===== config.mk =====
export PLATFORM = sky130hd
export DESIGN_NAME = pcw_mouse_accumulator
export DESIGN_NICKNAME = d
export VERILOG_FILES = /design/src/rtl/pcw_mouse_accumulator.sv
export SDC_FILE = /design/constraint.sdc
export NUM_CORES = 1
export LEC_CHECK = 0
export ABC_AREA = 1
export CAP_MARGIN = 10
export CORE_ASPECT_RATIO = 0.8
export CORE_UTILIZATION = 49
export CTS_CLUSTER_DIAMETER = 100
export DETAILED_ROUTE_END_ITERATION = 10
export GPL_TIMING_DRIVEN = 1
export MAX_ROUTING_LAYER = met4
export PLACE_DENSITY = 0.77
export SLEW_MARGIN = 20
export SYNTH_ARGS = -nofsm -noshare
export SYNTH_HDL_FRONTEND = slang
export SYNTH_SLANG_ARGS = --single-unit

===== constraint.sdc =====
create_clock -name clk_sys_i -period 2.4 [get_ports clk_sys_i]
set_input_delay 0.48 -clock clk_sys_i [delete_from_list [all_inputs] [get_ports clk_sys_i]]
set_output_delay 0.48 -clock clk_sys_i [all_outputs]
set_load 0.05 [all_outputs]

===== src/rtl/pcw_mouse_accumulator.sv =====
// PS/2 mouse motion accumulator for the PCW mouse port: integrates packet deltas per axis,
// latches sticky buttons/overflow, and hands out read-and-clear snapshots to the CPU side.
module pcw_mouse_accumulator #(
  parameter int CW       = 8,
  parameter int SHIFT    = 0,
  parameter int SATURATE = 1,
  parameter int INVERT_Y = 1
) (
  input  logic          clk_sys_i,
  input  logic          reset_i,
  input  logic [24:0]   ps2_mouse_i,
  input  logic          rd_req_i,
  output logic          rd_valid_o,
  output logic [CW-1:0] rd_x_o,
  output logic [CW-1:0] rd_y_o,
  output logic [2:0]    rd_buttons_o,
  output logic [1:0]    rd_ovf_o,
  output logic          moved_o
);

  localparam int AW = CW + SHIFT;
  localparam int SW = (AW + 1 > 11) ? AW + 1 : 11;
  localparam logic [AW-1:0]        FRAC_MASK = AW'((1 << SHIFT) - 1);
  localparam logic signed [SW-1:0] MAXV      = SW'((1 << (AW - 1)) - 1);
  localparam logic signed [SW-1:0] MINV      = ~MAXV;

  logic          tog_q, armed_q;
  logic [AW-1:0] acc_x_q, acc_y_q, acc_x_d, acc_y_d;
  logic [2:0]    btn_q, btn_d;
  logic [1:0]    ovf_q, ovf_d;
  logic          rd_valid_q;
  logic [CW-1:0] rd_x_q, rd_y_q;
  logic [2:0]    rd_btn_q;
  logic [1:0]    rd_ovf_q;

  logic          pkt;
  logic [9:0]    dx, dy_raw, dy;
  logic [AW-1:0] base_x, base_y;
  logic          ov_x, ov_y;
  logic          unused_bit3;

  assign unused_bit3 = ps2_mouse_i[3];

  // Overflowed PS/2 deltas are replaced by the extreme value in the reported direction.
  function automatic logic [9:0] decode(input logic ovf, input logic sign, input logic [7:0] mag);
    if (ovf) decode = sign ? 10'h300 : 10'h0FF;
    else     decode = {sign, 1'b0, mag} | {2'b00, mag} & 10'h0FF | {sign, sign, 8'h00};
  endfunction

  function automatic logic [AW:0] accum(input logic [AW-1:0] base, input logic [9:0] d,
                                        input logic en);
    logic signed [SW-1:0] s;
    logic signed [SW-1:0] de;
    de = en ? $signed({{(SW-10){d[9]}}, d}) : '0;
    s  = $signed({{(SW-AW){base[AW-1]}}, base}) + de;
    if (s > MAXV)      accum = {1'b1, (SATURATE != 0) ? MAXV[AW-1:0] : s[AW-1:0]};
    else if (s < MINV) accum = {1'b1, (SATURATE != 0) ? MINV[AW-1:0] : s[AW-1:0]};
    else               accum = {1'b0, s[AW-1:0]};
  endfunction

  always_comb begin
    pkt    = armed_q && (tog_q != ps2_mouse_i[24]);
    dx     = decode(ps2_mouse_i[6], ps2_mouse_i[4], ps2_mouse_i[15:8]);
    dy_raw = decode(ps2_mouse_i[7], ps2_mouse_i[5], ps2_mouse_i[23:16]);
    dy     = (INVERT_Y != 0) ? (10'd0 - dy_raw) : dy_raw;
    // A read drops the reported integer part but keeps the sub-count fraction.
    base_x = rd_req_i ? (acc_x_q & FRAC_MASK) : acc_x_q;
    base_y = rd_req_i ? (acc_y_q & FRAC_MASK) : acc_y_q;
    {ov_x, acc_x_d} = accum(base_x, dx, pkt);
    {ov_y, acc_y_d} = accum(base_y, dy, pkt);
    btn_d  = (rd_req_i ? ps2_mouse_i[2:0] : btn_q) | (pkt ? ps2_mouse_i[2:0] : 3'b000);
    ovf_d  = (rd_req_i ? 2'b00 : ovf_q) | {ov_y, ov_x};
  end

  always_ff @(posedge clk_sys_i or posedge reset_i) begin
    if (reset_i) begin
      tog_q      <= 1'b0;
      armed_q    <= 1'b0;
      acc_x_q    <= '0;
      acc_y_q    <= '0;
      btn_q      <= '0;
      ovf_q      <= '0;
      rd_valid_q <= 1'b0;
      rd_x_q     <= '0;
      rd_y_q     <= '0;
      rd_btn_q   <= '0;
      rd_ovf_q   <= '0;
    end else begin
      tog_q      <= ps2_mouse_i[24];
      armed_q    <= 1'b1;
      acc_x_q    <= acc_x_d;
      acc_y_q    <= acc_y_d;
      btn_q      <= btn_d;
      ovf_q      <= ovf_d;
      rd_valid_q <= rd_req_i;
      if (rd_req_i) begin
        rd_x_q   <= acc_x_q[AW-1:SHIFT];
        rd_y_q   <= acc_y_q[AW-1:SHIFT];
        rd_btn_q <= btn_q;
        rd_ovf_q <= ovf_q;
      end
    end
  end

  assign rd_valid_o   = rd_valid_q;
  assign rd_x_o       = rd_x_q;
  assign rd_y_o       = rd_y_q;
  assign rd_buttons_o = rd_btn_q;
  assign rd_ovf_o     = rd_ovf_q;
  assign moved_o      = (|acc_x_q[AW-1:SHIFT]) | (|acc_y_q[AW-1:SHIFT]) | (|btn_q);

endmodule

# Yosys cells after proc, flatten, opt, wreduce, memory -nomap -nowiden
# Index checks and enable logic that the tools add are counted.
[totals]
ff_bits = 45
input_bits = 28
out_inout_bits = 23
elab_cells = 46
[classes]
n_addsub = 3
n_lt_le_gt_ge = 4
n_eq_ne = 1
muxes = 15
bitwise = 8
n_reduce_logical = 4
[ops]
columns = ["op", "count"]
rows = [
  ["2-to-1 mux 10 bit", 4],
  ["2-to-1 mux 9 bit", 4],
  ["adder 8 x 11 -> 11 bit", 2],
  ["> comparator 11 x 8 -> 1 bit (second input constant)", 2],
  ["less-than comparator 11 x 8 -> 1 bit (second input constant)", 2],
  ["2-to-1 mux 11 bit", 2],
  ["OR 10 bit", 2],
  ["OR 10 x 8 -> 10 bit", 2],
  ["2-to-1 mux 8 bit", 2],
  ["OR reduction 8 bit", 2],
  ["subtractor 1 x 10 -> 10 bit (first input constant)", 1],
  ["2-to-1 mux 3 bit", 2],
  ["OR 3 bit", 1],
  ["OR reduction 3 bit", 1],
  ["2-to-1 mux 2 bit", 1],
  ["OR 1 bit", 2],
  ["OR 2 bit", 1],
  ["logical AND 1 bit", 1],
  ["!= test 1 bit", 1],
]

# Depth between registers and ports, before layout
# Gate-level depths: netlist of the first run.
[depth]
depth_word = 10
ltp_mapped = 24
mapped_depth_nobuf = 24

# Least setup slack after synthesis of the first run
# OpenSTA, ideal clock, no wires.
[synth_path]
kind = "input to register"
start = "input ps2_mouse_i[5]"
end = "register acc_y_q[4]"
setup_time_ns = 0.118
t_arrival_ns = 2.691
t_required_ns = 2.282
setup_slack_ns = -0.409
cell_stages = 22
path_buffers = 0
path_cell_list = "inv_2 > nand2_2 > a21boi_2 > ha_1 > nand4_1 > nor2_1 > nand2_1 > nor2_1 > nand3_1 > nand2_1 > nor2_1 > ha_1 > nand2_1 > inv_1 > a21oi_2 > nand3_2 > nand2_1 > nand2_1 > nand3_2 > nand2_4 > nand2_1 > nand2_1"
[synth_via]
elab_chain_cells = 9
[synth_rtl]
columns = ["element", "line", "text"]
rows = [
  ["from (decl)", "11", "input logic [24:0] ps2_mouse_i,"],
  ["OR 10 x 8 -> 10 bit", "47", "else decode = {sign, 1'b0, mag} | {2'b00, mag} & 10'h0FF | {sign, sign, 8'h00};"],
  ["OR 10 bit", "47", ""],
  ["2-to-1 mux 10 bit (*)", "46", "if (ovf) decode = sign ? 10'h300 : 10'h0FF;"],
  ["subtractor 1 x 10 -> 10 bit (*)", "65", "dy = (INVERT_Y != 0) ? (10'd0 - dy_raw) : dy_raw;"],
  ["2-to-1 mux 11 bit (*)", "54", "de = en ? $signed({{(SW-10){d[9]}}, d}) : '0;"],
  ["adder 8 x 11 -> 11 bit (*)", "55", "s = $signed({{(SW-AW){base[AW-1]}}, base}) + de;"],
  ["less-than comparator 11 x 8 -> 1 bit", "57", "else if (s < MINV) accum = {1'b1, (SATURATE != 0) ? MINV[AW-1:0] : s[AW-1:0]};"],
  ["2-to-1 mux 9 bit", "57", ""],
  ["2-to-1 mux 9 bit (*)", "56", "if (s > MAXV) accum = {1'b1, (SATURATE != 0) ? MAXV[AW-1:0] : s[AW-1:0]};"],
  ["net acc_y_d[4]", "28", "logic [AW-1:0] acc_x_q, acc_y_q, acc_x_d, acc_y_d;"],
  ["to (signal assigned)", "92", "acc_y_q <= acc_y_d;"],
  ["to (decl)", "28", ""],
]
# Mark *: on every way through the listed nets, which the timed path passes. The rest lies on a longest branch.
# A chain may end at the register's enable or synchronous reset.

# Worst setup path in the final report of the first run
[layout_path]
start = "input ps2_mouse_i[7]"
end = "register acc_y_q[4]"
[layout_via]
elab_chain_cells = 7
[layout_rtl]
columns = ["element", "line"]
rows = [
  ["2-to-1 mux 10 bit (*)", "46"],
  ["subtractor 1 x 10 -> 10 bit (*)", "65"],
  ["2-to-1 mux 11 bit (*)", "54"],
  ["adder 8 x 11 -> 11 bit (*)", "55"],
  ["less-than comparator 11 x 8 -> 1 bit", "57"],
  ["2-to-1 mux 9 bit", "57"],
  ["2-to-1 mux 9 bit (*)", "56"],
  ["net acc_y_d[4]", "28"],
]
# Marks and branches as above.

==> impl_metrics.toml, run 1 <==
[global_routing]
grt_pass1_wl_um = 15200
grt_max_degree = 46
grtUsageTotal = 0.297
grt-ovfl-total = 0
antenna_found_initial = 0
grt_pass1_vias = 3394

[sta]
slew_violations = 0
timing.fmax_mhz = 347
setup_viol = 17
fin_ws_ps = -485
worst_pin_slew_ps = 562
fin_hold_ws_ps = 400
rsz0062_at_grt = "yes"
period_share = 1.20
slew_headroom = 0.625
hold_viol = 0
period_minus_slack_ps = 2890
fin_worst_skew_ps = 6.74

[power]
p_int_mw = 2.02
power_frac_seq = 0.300
p_clk_frac = 0.134
p_per_area_mw_per_mm2 = 736
ir_drop_mv = 0.652
combPwrFrac = 0.566
p_leak_nw = 2.46
switching_share = 0.443
power.switching_mw = 1.61

[floorplanning]
ios = 51
die_x_um = 91.5
start_util = 0.521
die_y_um = 73.6
dieArea_mm2 = 0.00674
rows = 25
core_area_mm2 = 0.00604

[cts]
root_buffer = "clkbuf_8"
cts_buffers = 5
cts_sinks = 45
cts_htree_levels = 2
clkLatencyLatePin_ps = 310
cts_buffer_depth = 2
cts_tree = "done"
clk_pin_slew_ps = 80

[logic_synthesis]
synth.most_common_cell = "nand2_1"
synth_fp_nets = 489
yosysWarnings = 0
synth_top_area_frac = 0.358
yosysTopAreaCell = "dfrtp_1"
synthCells = 439
syn-mean-instance-area_um2 = 7.16
synthFlopType = "dfrtp_1"
ys_seq_area_frac = 0.358
synth.area.top_cells = "dfrtp_1 36%, nand2_1 16%, ha_1 8.0%"
synth_cell_type_count = 31
async_flop_share = 1.00
syn_area_mm2 = 0.00314
synth_edf_count = 0
synth-seq-cells = 45
synthTopCellsByCount = "136 x nand2_1, 54 x nor2_1, 46 x inv_1"

[finish]
syn2layout_area_growth_pct = 57.1
num_antenna_cells = 0
fill_cells = 346
multi_input_area_mm2 = 0.00220
fin_nets = 624
area.sequential_mm2 = 0.00113
fin_cells = 655
layout-drive-gt1-share = 0.375

[placement]
gp_congestion = 0.896
placedCellCount = 625
dp_hpwl_um = 6530
pre_cts_slack_ps = -1140
numPortBuffers = 49

[setup_path]
cp-end-kind = "flip-flop"
slowest_delay_ps = 350
critPathLaunch = "ps2_mouse_i[7]"
cp_max_fo = 8
path_buf_inv = 1
critPathMostFrequentCell = "nand2_1"
cp_top_family = "simple AND/OR/NAND/NOR gates"
cp.depth = 22
cp.required_ps = 2590
worstSetupPathType = "in -> reg"
rr_startpoint = "tog_q"
cp.arrival_ps = 3080
crit_slowest_cell = "ha_1"
r2r_cells = 19
path_cells = "buf_12, nand2_8, a21boi_4, ha_4, nand4_1, nor2_1, nand2_2, nor2_2, nand3_1, nand2_1, nor2_1, ha_1, nand2_1, nand2_2, a21oi_4, nand3_2, nand2_1, nand2_1, nand3_2, nand2_4, nand2_2, nand2_1"
start_kind = "primary input"

[min_path]
worstHoldPathType = "in -> reg"
min_from = "ps2_mouse_i[24]"
hold_depth = 1

[route]
wire_per_inst_um = 16.8
first_iter_violations = 399
routed_wl_um = 11000
ant_nets = 0
routed_via_density = 5.61
drt_pass1_iterations = 7
post-route-drc-count = 0
vias = 3672

[status]
violations = "negative setup slack"
status = "finished, violations left"

[run]
max-cap-violations = 0
-- layout make-up --
class / instances / area share
flip-flops and latches: 45 / 0.228
clock buffers: 7 / 0.0175
repair buffers: 137 / 0.244
multi-input cells: 331 / 0.445
inverters: 54 / 0.0443
well taps: 81 / 0.0205
-- cell families after synthesis --
kind of cell,Yosys count,share of synthesized area
flip-flops,45,0.358
XOR/XNOR,11,0.0307
buffers and inverters,63,0.0752
adder cells (fa/ha/maj),22,0.0924
AO/OA/AOI/OAI,50,0.0916
AND/OR/NAND/NOR,247,0.351
other,1,0.00119
-- final timing paths --
kind	endpoint	slack [ps]
worst max-delay path	acc_y_q[4]	-490
worst min-delay path	tog_q	400
worst max register to register	acc_y_q[4]	-240
worst min register to register	rd_ovf_o[0]	490
max in group asynchronous	ovf_q[1]	1390
min in group asynchronous	rd_x_o[6]	620
-- power by group through the flow --
stage	sequential [mW]	clock, mW	combinational, mW
2_1_floorplan	1.41	0	0.734
3_3_place_gp	1.09	0	1.65
3_5_place_dp	1.09	0	1.70
4_1_cts	1.08	0.474	1.86
5_1_grt	1.11	0.507	2.18
6_report	1.09	0.489	2.06
-- sequential cells by signal (all words and copies together) (netlist names) --
| register | flops |
|---|---|
| tog_q | 1 |
| rd_buttons_o | 3 |
| btn_q | 3 |
| acc_y_q | 8 |
| acc_x_q | 8 |
| rd_y_o | 8 |
| rd_ovf_o | 2 |
| rd_valid_o | 1 |
| ovf_q | 2 |
| armed_q | 1 |
| rd_x_o | 8 |
-- per-layer routing --
| layer | vias up | GRT usage | wire length, µm | share of wire |
|---|---|---|---|---|
| li1 | 1651 | - | - | - |
| met4 | 0 | 0.0847 | 346 | 0.031 |
| met1 | 1750 | 0.374 | 4430 | 0.40 |
| met3 | 51 | 0.0476 | 798 | 0.073 |
| met2 | 220 | 0.501 | 5430 | 0.49 |
| met5 | - | - | 0 | 0 |
-- stage by stage --
| stage | utilization | setup TNS [ps] | power (mW) | area (µm²) |
|---|---|---|---|---|
| detailed placement | 0.705 | -16060 | 2.80 | 4250 |
| floorplan | - | -2820 | 2.14 | 3190 |
| finish | 0.818 | -5150 | 3.64 | 4940 |
| global placement | 0.705 | -14470 | 2.74 | 4250 |
| global route | 0.818 | -7150 | 3.80 | 4940 |
| CTS | 0.774 | -2630 | 3.41 | 4670 |
-- cell usage in the layout (no fill, tap or decap), types with 9 or more instances in the layout --
cell type and n:
nor2_2 12, nand3_1 15, o21ai_0 26, nor2_1 41
nand2_4 10, nand3_2 9, inv_1 43, nand2_1 104
clkdlybuf4s50_1 39, nand2_2 36, dfrtp_1 45, ha_4 11
buf_4 81
-- what timing repair did --
action,CTS,global route
cloned,0,0
endpoints found under the setup margin,19,17
pin swaps,63,56
gates resized for setup,74,55
hold buffers,0,0
buffers inserted,16,8
Note: power is estimated with default switching activity, not from simulation.
==> run 2: changes to the inputs <==
- CORE_MARGIN: unset -> 4
==> run 2 against run 1 <==
The flow still finishes with violations (negative setup slack); clock power decreased by 6.3%; global-route usage shrank 6.2 points; core utilization decreased by 2.2 points; clock-buffer cell count unchanged; combinational power down 4%; critical path depth down 2.
==> impl_metrics.toml, run 2 (same netlist as run 1, synthesis figures left out) <==
[cts]
cts_htree_levels = 2
clkLatencyLatePin_ps = 300
cts_tree = "done"
cts_sinks = 45
cts_buffers = 5
root_buffer = "clkbuf_8"
clk_pin_slew_ps = 90
postCtsHoldBufs = 0
cts_buffer_depth = 2

[placement]
dp_hpwl_um = 6600
gp_congestion = 0.911
numPortBuffers = 49
place_area_mm2 = 0.00425

[finish]
multi_input_area_mm2 = 0.00218
mostFrequentLayoutCell = "nand2_1"
fill_cells = 394
fin_nets = 614
final_cell_mix = "100 x nand2_1, 70 x buf_4, 45 x dfrtp_1"
post-route-util = 0.796
num_antenna_cells = 0
final_area_mm2 = 0.00483
area.sequential_mm2 = 0.00113
layout-drive-gt1-share = 0.358
syn2layout_area_growth_pct = 53.7

[setup_path]
worstSetupPathType = "in -> reg"
cp.arrival_ps = 2940
cp-end-kind = "flip-flop"
cp.required_ps = 2590
start_kind = "primary input"
cp_max_fo = 8

[global_routing]
grt-ovfl-total = 0
grt_max_degree = 28
antenna_found_initial = 0
grtUsageTotal = 0.235
grt_pass1_vias = 3120
grt_pass1_wl_um = 14500

[power]
p_per_area_mw_per_mm2 = 729
p_leak_nw = 2.39
ir_drop_mv = 0.646
power_mw = 3.52

[route]
wire_per_inst_um = 14.7
drt_pass1_iterations = 5
routed_wl_um = 9470
post-route-drc-count = 0
first_iter_violations = 234
vias = 3363
ant_nets = 0
routed_via_density = 5.21

[min_path]
worstHoldPathType = "in -> reg"

[run]
max-cap-violations = 0

[floorplanning]
core_area_mm2 = 0.00607
rows = 25
start_util = 0.518
die_y_um = 79.6
ios = 51
die_x_um = 97.5
dieArea_mm2 = 0.00777

[sta]
period_share = 1.15
period_minus_slack_ps = 2750
fin_worst_skew_ps = 8.62
timing.fmax_mhz = 363
fin_ws_ps = -355
hold_viol = 0
setup_viol = 17
fin_tns_setup_ps = -3190
worst_pin_slew_ps = 914
slew_headroom = 0.387
rsz0062_at_grt = "yes"
slew_violations = 0

[status]
violations = "negative setup slack"
status = "finished, violations left"
run 2: changes by cell type in the layout (fill, tap and decap cells not counted), moves of 2 or more:
cell,previous run,this run
buf_6,4,7
buf_4,81,70
ha_4,11,9
o21ai_1,0,2
o21ai_2,4,2
nand2_2,36,42
a21oi_2,7,5
nand2_4,10,7
ha_1,8,10
nand3_1,15,13
nor2_4,6,8
a21oi_1,5,7
nor2_2,12,10
nand2_1,104,100
run 2: path summary, 6_finish.rpt:
check / start / end / slack [ps] / cells after the start
max: ps2_mouse_i[7] / acc_y_q[2] / -350 / 20
min: ps2_mouse_i[24] / tog_q / 420 / 1
max reg2reg: tog_q / acc_y_q[2] / -260 / 18
min reg2reg: rd_ovf_o[1] / rd_ovf_o[1] / 490 / 2
max in group asynchronous: reset_i / acc_y_q[3] / 1230 / 3
min in group asynchronous: reset_i / tog_q / 570 / 2
run 2: critical path, stage by stage:
cell and delay [ps]:
buf_12 110, nand2_8 70, a21boi_4 190, ha_4 160, nand4_1 110, nor2_1 130, nand2_1 100, o21ai_1 150
a21oi_1 80, ha_1 380, nand2_1 110, nand2_2 90, a21oi_4 190, nand3_2 100, nand2_1 80, nand2_1 60
nand3_2 80, nand2_4 110, nand2_2 90, nand2_1 60
run 2: routing by layer:
metal | up-vias | wire, µm | GRT usage
met5 | - | 0 | -
met4 | 0 | 86 | 0.0373
met3 | 17 | 614 | 0.0472
met2 | 131 | 4570 | 0.387
met1 | 1571 | 4200 | 0.311
li1 | 1644 | - | -
run 2: power by group:
part	internal [mW]	switching, mW
sequential	0.975	0.120
clock	0.206	0.252
combinational	0.782	1.19
run 2: timing repair:
item                                   in CTS  in global routing
buffers inserted                            8                  5
resized for setup                          68                 62
pin swaps                                  57                 66
endpoints found under the hold margin       0                  0
setup endpoints to repair                  19                 17
cloned                                      0                  0
run 2: cell type report:
cell class,instances,area share
inverters,54,0.0451
well taps,81,0.0210
multi-input cells,331,0.451
clock buffers,7,0.0158
repair buffers,127,0.232
flip-flops and latches,45,0.233
clock inverters,1,0.00155
run 2: per-stage QoR:
stage / cells / hold WS [ps] / setup slack, ps
after global routing: 646 / 415 / -530
after detailed placement: 626 / 469 / -1140
after floorplan: 439 / 450 / -352
after global placement: 626 / 458 / -996
final: 646 / 417 / -355
after CTS: 642 / 421 / -317
==> run 3: changes to the inputs <==
- CORE_ASPECT_RATIO: 0.8 -> unset
==> run 3 against run 2 <==
Sequential cell count unchanged; clock power grew 16%; highest routed layer unchanged; register-to-register slack improved by 200 ps; critical path depth increased by 1; die area about the same; fmax increased by 1.8%; the flow still finishes with violations (negative setup slack); critical endpoint is now ovf_q[1]; worst setup slack better by 49 ps; sequential power is essentially flat.
==> impl_metrics.toml, run 3 (same netlist as run 1, synthesis figures left out) <==
[placement]
place_area_mm2 = 0.00427
numPortBuffers = 49
gp_congestion = 0.838
dp_hpwl_um = 5770
placedCellCount = 624

[sta]
fin_ws_ps = -305
slew_headroom = 0.642
setup_viol = 9
worst_pin_slew_ps = 537
fin_worst_skew_ps = 5.89
period_share = 1.13
rsz0062_at_grt = "yes"
timing.fmax_mhz = 370
period_minus_slack_ps = 2710
slew_violations = 0
hold_viol = 0

[cts]
cts_buffers = 5
cts_htree_levels = 2
postCtsHoldBufs = 0
cts_buffer_depth = 2
cts_sinks = 45
clkLatencyLatePin_ps = 290
root_buffer = "clkbuf_8"
clk_pin_slew_ps = 70
cts_tree = "done"

[global_routing]
grt_pass1_wl_um = 13400
top_usage_layer = "met2"
grtUsageMet3 = 0.0245
grtUsageTotal = 0.224
grt_use_met2 = 0.392
grt-ovfl-total = 0
grt_max_degree = 46
grt_util_met1 = 0.281
grt_pass1_vias = 3078
antenna_found_initial = 0

[floorplanning]
rows = 28
ios = 51
core_area_mm2 = 0.00606
dieArea_mm2 = 0.00776
die_y_um = 88.1
start_util = 0.519
die_x_um = 88.1

[power]
p_clk_frac = 0.151
combPwrFrac = 0.544
p_leak_nw = 2.44
power_frac_seq = 0.305
p_per_area_mw_per_mm2 = 737
ir_drop_mv = 0.644
p_int_mw = 2.07
switching_share = 0.415
power.switching_mw = 1.47

[min_path]
worstHoldPathType = "in -> reg"
min_from = "ps2_mouse_i[24]"

[setup_path]
rr_startpoint = "tog_q"
slowest_delay_ps = 330
cp-end-kind = "flip-flop"
crit_slowest_cell = "ha_1"
worstSetupPathType = "in -> reg"
cp.required_ps = 2570
cp.arrival_ps = 2880
path_cells = "buf_8, nand2_8, a21boi_4, ha_4, nand4_1, nor2_1, nand2_1, nor2_2, nand3_1, nand2_1, nor2_2, ha_1, nand2_2, nor2_4, nand3_2, nand3_2, nand2_1, nand2_1, nand3_2, nand2_4, nand3_2"
start_kind = "primary input"
cp_max_fo = 8
critPathLaunch = "ps2_mouse_i[7]"

[finish]
fin_nets = 624
fin_cells = 649
syn2layout_area_growth_pct = 52.7
mostFrequentLayoutCell = "nand2_1"
final_area_mm2 = 0.00480
final_cell_mix = "117 x nand2_1, 84 x buf_4, 45 x dfrtp_1"
post-route-util = 0.792
layout-drive-gt1-share = 0.334
num_antenna_cells = 0

[route]
drt_pass1_iterations = 4
ant_nets = 0
routed_wl_um = 8710
wire_per_inst_um = 13.4
first_iter_violations = 177
post-route-drc-count = 0
routed_via_density = 5.10
vias = 3307

[status]
status = "finished, violations left"
violations = "negative setup slack"

[run]
max-cap-violations = 0
-- run 3: through the flow --
step / power [mW] / worst slack (ps) / TNS, ps / hold WS, ps
6_report: 3.54 / -305 / -2350 / 438
5_1_grt: 3.77 / -500 / -5590 / 428
4_1_cts: 3.41 / -297 / -2360 / 439
3_5_place_dp: 2.77 / -1100 / -15140 / 462
3_3_place_gp: 2.72 / -967 / -13820 / 458
2_1_floorplan: 2.14 / -352 / -2820 / 450
-- run 3: worst max-delay path, delay by kind of cell --
family,cells,cell delay (ps)
adders and majority gates,2,480
and+or+nand+nor,17,1610
buffers and inverters,1,110
AOI/OAI and AO/OA,1,190
-- run 3: cell type report --
type / instances / area, µm²
flip-flops and latches: 45 / 1130
multi-input cells: 331 / 2060
inverters: 54 / 218
repair buffers: 137 / 1200
clock inverters: 2 / 35.0
well taps: 75 / 93.8
clock buffers: 5 / 68.8
fillers: 375 / 1260
-- run 3: power by group through the flow --
stage	combinational (mW)	sequential, mW	clock, mW
final	1.92	1.08	0.533
after global routing	2.08	1.11	0.577
after CTS	1.78	1.08	0.541
after detailed placement	1.68	1.09	0
after global placement	1.64	1.08	0
after floorplan	0.734	1.41	0
-- run 3: worst paths after layout --
path                               end  slack (ps)  cells past startpoint
min                              tog_q         440                      1
max reg2reg                 acc_y_q[2]         -60                     20
min in group asynchronous        tog_q         630                      3
max in group asynchronous   acc_y_q[5]        1400                      3
max                           ovf_q[1]        -310                     21
min reg2reg                rd_ovf_o[1]         480                      2
-- run 3: timing repair --
item,CTS,global route
endpoints found under the setup margin,18,19
gates resized for setup,48,47
pin swaps,32,44
gates cloned,1,0
setup buffers,11,7
-- run 3: metal layers --
metal | up-vias | share of wire | wire (µm)
met2 | 98 | 0.50 | 4370
met3 | 16 | 0.049 | 427
met4 | 0 | 0.017 | 145
met1 | 1542 | 0.43 | 3770
met5 | - | 0 | 0
li1 | 1651 | - | -
